--- config.mk ---
export PLATFORM = sky130hd
export DESIGN_NAME = branch_eval
export DESIGN_NICKNAME = d
export VERILOG_FILES = /design/src/rtl/branch_eval.sv
export SDC_FILE = /design/constraint.sdc
export NUM_CORES = 1
export LEC_CHECK = 0
export ABC_AREA = 1
export BUFFER_PORTS_ARGS = -buffer_cell sky130_fd_sc_hd__buf_2
export CAP_MARGIN = 20
export CORE_MARGIN = 4
export CORE_UTILIZATION = 37
export CTS_BUF_LIST = sky130_fd_sc_hd__clkbuf_4 sky130_fd_sc_hd__clkbuf_8 sky130_fd_sc_hd__clkbuf_16
export DETAILED_ROUTE_END_ITERATION = 10
export SLEW_MARGIN = 10
export SYNTH_ARGS = -nofsm -noshare
export SYNTH_HDL_FRONTEND = slang
export SYNTH_SLANG_ARGS = --single-unit
--- constraint.sdc ---
create_clock -name i_CLK -period 4.62 [get_ports i_CLK]
set_input_delay 0.462 -clock i_CLK [delete_from_list [all_inputs] [get_ports i_CLK]]
set_output_delay 0.462 -clock i_CLK [all_outputs]
set_load 0.05 [all_outputs]
--- src/rtl/branch_eval.sv ---
// Branch evaluation unit: snapshots a BR instruction, evaluates the n/z/p condition,
// computes the PC-relative target and keeps saturating branch statistics.
module branch_eval #(
  parameter int unsigned CNT_W = 16
) (
  input  logic             i_CLK,
  input  logic             i_RST,
  input  logic             i_Start,
  input  logic [15:0]      i_IR,
  input  logic [15:0]      i_PC,
  input  logic [2:0]       i_NZP,
  output logic             o_Busy,
  output logic             o_Done,
  output logic             o_BEN,
  output logic             o_LD_PC,
  output logic [15:0]      o_Target,
  output logic             o_CC_Err,
  output logic [CNT_W-1:0] o_Br_Cnt,
  output logic [CNT_W-1:0] o_Taken_Cnt
);

  typedef enum logic [1:0] {StIdle, StEval, StCalc, StDone} state_e;

  state_e           state_q, state_d;
  logic [15:0]      ir_q, ir_d;
  logic [15:0]      pc_q, pc_d;
  logic [2:0]       nzp_q, nzp_d;
  logic             ben_q, ben_d;
  logic [15:0]      target_q, target_d;
  logic             cc_err_q, cc_err_d;
  logic [CNT_W-1:0] br_cnt_q, br_cnt_d;
  logic [CNT_W-1:0] taken_cnt_q, taken_cnt_d;

  logic             is_br;
  logic             nzp_onehot;
  logic [15:0]      offset_sext;

  assign is_br       = (ir_q[15:12] == 4'b0000);
  assign nzp_onehot  = (nzp_q == 3'b100) || (nzp_q == 3'b010) || (nzp_q == 3'b001);
  assign offset_sext = {{7{ir_q[8]}}, ir_q[8:0]};

  always_comb begin
    state_d     = state_q;
    ir_d        = ir_q;
    pc_d        = pc_q;
    nzp_d       = nzp_q;
    ben_d       = ben_q;
    target_d    = target_q;
    cc_err_d    = cc_err_q;
    br_cnt_d    = br_cnt_q;
    taken_cnt_d = taken_cnt_q;

    unique case (state_q)
      StIdle: begin
        if (i_Start) begin
          state_d = StEval;
          ir_d    = i_IR;
          pc_d    = i_PC;
          nzp_d   = i_NZP;
        end
      end
      StEval: begin
        // Raw AND even for malformed condition codes; the error flag only reports it.
        ben_d = is_br & |(ir_q[11:9] & nzp_q);
        if (!nzp_onehot) begin
          cc_err_d = 1'b1;
        end
        state_d = StCalc;
      end
      StCalc: begin
        target_d = pc_q + offset_sext;
        // Statistics land on the edge into DONE so they are visible alongside o_Done.
        if (is_br) begin
          if (br_cnt_q != {CNT_W{1'b1}}) begin
            br_cnt_d = br_cnt_q + 1'b1;
          end
          if (ben_q && (taken_cnt_q != {CNT_W{1'b1}})) begin
            taken_cnt_d = taken_cnt_q + 1'b1;
          end
        end
        state_d = StDone;
      end
      StDone: begin
        state_d = StIdle;
      end
      default: begin
        state_d = StIdle;
      end
    endcase
  end

  always_ff @(posedge i_CLK) begin
    if (i_RST) begin
      state_q     <= StIdle;
      ir_q        <= '0;
      pc_q        <= '0;
      nzp_q       <= '0;
      ben_q       <= 1'b0;
      target_q    <= '0;
      cc_err_q    <= 1'b0;
      br_cnt_q    <= '0;
      taken_cnt_q <= '0;
    end else begin
      state_q     <= state_d;
      ir_q        <= ir_d;
      pc_q        <= pc_d;
      nzp_q       <= nzp_d;
      ben_q       <= ben_d;
      target_q    <= target_d;
      cc_err_q    <= cc_err_d;
      br_cnt_q    <= br_cnt_d;
      taken_cnt_q <= taken_cnt_d;
    end
  end

  assign o_Busy      = (state_q != StIdle);
  assign o_Done      = (state_q == StDone);
  assign o_LD_PC     = (state_q == StDone) & ben_q;
  assign o_BEN       = ben_q;
  assign o_Target    = target_q;
  assign o_CC_Err    = cc_err_q;
  assign o_Br_Cnt    = br_cnt_q;
  assign o_Taken_Cnt = taken_cnt_q;

endmodule
==> summary.json <==
{
  "layout": {
    "number_of_antenna_repair_diodes": 0,
    "flow.area_growth_from_synthesis_pct": 18.2,
    "post-route-util_pct": 45.2,
    "multi_input_area_sq_um": 2670,
    "post_route_cells_drive_above_1_share_pct": 17.0,
    "design.final.nets": 871,
    "sequential_cell_area_sq_um": 1740,
    "layout.filler_cells": 1403
  },
  "timing": {
    "setup_total_negative_slack_ps": 0,
    "relSlewSlack_pct": 34.6,
    "drv_slew": 0,
    "final_skew_ps": 7.29,
    "rsz0062_at_grt": "no",
    "min_period_over_period_pct": 47.2,
    "final.setup.worst_slack_ps": 2440,
    "post-route-min-period_ps": 2180,
    "hold_viol_final": 0,
    "fmaxAchievable_mhz": 459,
    "setup_viol": 0,
    "worst_pin_slew_ps": 980
  },
  "power": {
    "power.clock.fraction_pct": 26.9,
    "p_seq_share_pct": 34.9,
    "internal_dissipation_mw": 1.73,
    "power_per_cell_area_nw_per_um2": 508,
    "p_total_mw": 2.92,
    "vdd_ir_drop_max_mv": 0.284,
    "static-leakage-power_nw": 2.82,
    "netSwitchingPower_mw": 1.19,
    "combinationalPowerShare_pct": 38.2,
    "power_switching_share_pct": 40.6
  },
  "clock_tree": {
    "cts_sinks": 87,
    "post_cts.resized_instances": 0,
    "number_of_buffers_inserted_for_hold_repair_after_clock_tree_synthesis": 0,
    "cts_root_buf": "sky130_fd_sc_hd__clkbuf_16",
    "post_cts_buffers": 0,
    "clkLatencyLatePin_ps": 350,
    "clk_transition_reported_paths_ps": 60,
    "max-clock-path-buffers": 2,
    "cts-buffers-inserted": 9,
    "tritoncts": "done",
    "htree_num_levels": 3
  },
  "synthesis": {
    "syn_inst": 730,
    "yosys.cell_types.count": 36,
    "synthesis.area_sq_um": 4860,
    "avgSynthCellArea_sq_um": 6.66,
    "ys.warnings.count": 0,
    "syn-num-nets": 791,
    "proportion_of_synthesized_chip_area_in_sequential_cells_pct": 35.8,
    "ys_ff_latch": 87
  },
  "global_routing": {
    "track_usage_pct": 16.1,
    "grt_remaining_overflow": 0,
    "first_global_vias": 4032,
    "grt_pass1_wl_um": 19300,
    "grt_antenna_before_repair": 0,
    "grt_max_degree": 41
  },
  "placed_design": {
    "numPortBuffers": 90,
    "routabilityCongestion": 0.793,
    "dp_slack_ps": 2400,
    "dpl.hpwl_um": 8520
  },
  "setup_path": {
    "worstSetupPathType": "reg2reg",
    "critical_path.endpoint_type": "register",
    "timing.critical_path.fanout_max": 29,
    "worst_path_arrival_ps": 2450,
    "cp.required_ps": 4890,
    "worst_setup_path_start_kind": "register"
  },
  "floorplan": {
    "fp.dieArea_sq_um": 15000,
    "die_h_um": 123,
    "placement_rows": 41,
    "floorplan.core_area_sq_um": 12700,
    "boundaryPins": 91,
    "initial_utilization_pct": 38.2,
    "chip_width_um": 123
  },
  "outcome": {
    "status": "finished clean"
  },
  "routing": {
    "routed_wirelength_um": 11300,
    "detail_route.first_pass.iterations": 4,
    "post_drt_wl_per_cell_um": 11.5,
    "ant_nets": 0,
    "detail_route.vias_per_cell": 4.54,
    "drcViolationCount": 0,
    "first_iteration_detailed_routing_drc_count": 242,
    "route.vias.total": 4474
  },
  "flow_run": {
    "cap_viol_max_count": 0
  },
  "min_path": {
    "hp-class": "in2reg"
  }
}
## cell families (layout without fill, tap and decap cells)
kind of cell / count (synthesis) / after routing / share of synthesized area (%)
adder cells (fa/ha/maj): 23 / 23 / 6.07
AND/OR/NAND/NOR: 389 / 389 / 33.7
AO/OA/AOI/OAI: 96 / 96 / 11.0
XOR/XNOR: 23 / 23 / 4.14
buffers and inverters: 112 / 196 / 9.29
flip-flops: 87 / 87 / 35.8
## path summary, 6_finish.rpt
path                            startpoint        endpoint  slack, ps  depth (start not counted)
worst max-delay path            state_q[0]  o_Taken_Cnt[8]       2440                          9
worst min-delay path              i_PC[11]        pc_q[11]        360                          3
worst max register to register  state_q[0]  o_Taken_Cnt[8]       2440                          9
worst min register to register    o_CC_Err        o_CC_Err        480                          2
## critical path, cell delays in order, from the launching register on
cell and delay (ps):
sky130_fd_sc_hd__dfxtp_1 330, sky130_fd_sc_hd__inv_1 120, sky130_fd_sc_hd__ha_1 160, sky130_fd_sc_hd__buf_4 280
sky130_fd_sc_hd__inv_1 180, sky130_fd_sc_hd__nor3b_2 340, sky130_fd_sc_hd__nand2_4 180, sky130_fd_sc_hd__inv_2 230
sky130_fd_sc_hd__o21ai_0 150, sky130_fd_sc_hd__a21oi_2 120
## synthesized netlist by cell type (all sizes together)
cell / number / area, sq um
nor3b: 1 / 12.5
or2: 2 / 12.5
nand3b: 2 / 27.5
a21oi: 37 / 219
o21ai: 52 / 264
clkinv: 1 / 3.75
nor2: 147 / 577
dfxtp: 87 / 1740
buf: 10 / 68.8
xnor2: 12 / 105
o21a: 1 / 7.51
a31oi: 2 / 12.5
a31o: 1 / 8.76
o211ai: 2 / 15.0
a211oi: 1 / 7.51
nand2: 181 / 709
xor2: 11 / 96.3
nor3: 11 / 60.1
ha: 22 / 275
nand4: 8 / 50.1
nand3: 37 / 190
clkbuf: 14 / 52.6
inv: 87 / 327
fa: 1 / 20.0
## registers in the layout (all words and copies together), names as in the netlist
signal / cells
ir_q: 16
o_Br_Cnt: 16
o_Taken_Cnt: 16
o_Target: 16
pc_q: 16
nzp_q: 3
state_q: 2
o_BEN: 1
o_CC_Err: 1
## final cells by class
cell class / count / share of cell area [%]
clock buffer: 11 / 4.29
clock inverter: 4 / 1.22
inverter: 88 / 5.75
multi-input combinational: 531 / 46.5
sequential: 87 / 30.3
tap: 172 / 3.74
timing repair buffer: 93 / 8.23
## layer usage
layer  part of all wire, %  track usage [%]  vias up  wire (um)
li1                      -                -     2453          -
met4                   1.4             5.11        0        154
met3                   4.9             4.75       11        552
met2                    45             25.1       79       5060
met1                    49             21.4     1931       5580
met5                     0                0        -          0
## power groups by stage
stage	combinational [mW]	sequential (mW)	clock [mW]
finish	1.12	1.02	0.786
global route	1.28	1.04	0.842
CTS	1.13	1.02	0.811
detailed placement	1.13	1.04	0
global placement	1.13	1.03	0
floorplan	0.675	1.22	0
## per-stage QoR
step                      hold WS, ps  instances  cell area (sq um)
after CTS                         346        986               5750
after floorplan                   452        730               4860
after global placement            459        971               5430
after detailed placement          470        971               5430
after global routing              366        986               5750
final                             364        986               5750
## cells in the final DEF, fill, tap and decap left out, types with 8 or more instances in the layout
cell type                     n
sky130_fd_sc_hd__nand2_1    175
sky130_fd_sc_hd__clkbuf_16    9
sky130_fd_sc_hd__nor2_1     143
sky130_fd_sc_hd__ha_1        22
sky130_fd_sc_hd__a21oi_2      9
sky130_fd_sc_hd__nand4_1      8
sky130_fd_sc_hd__xnor2_1     12
sky130_fd_sc_hd__nor3_1      10
sky130_fd_sc_hd__o21ai_0     51
sky130_fd_sc_hd__nand3_1     36
sky130_fd_sc_hd__inv_1       84
sky130_fd_sc_hd__buf_2       90
sky130_fd_sc_hd__dfxtp_1     87
sky130_fd_sc_hd__a21oi_1     28
sky130_fd_sc_hd__xor2_1      11
No activity file was read; power rests on OpenSTA's default activity.
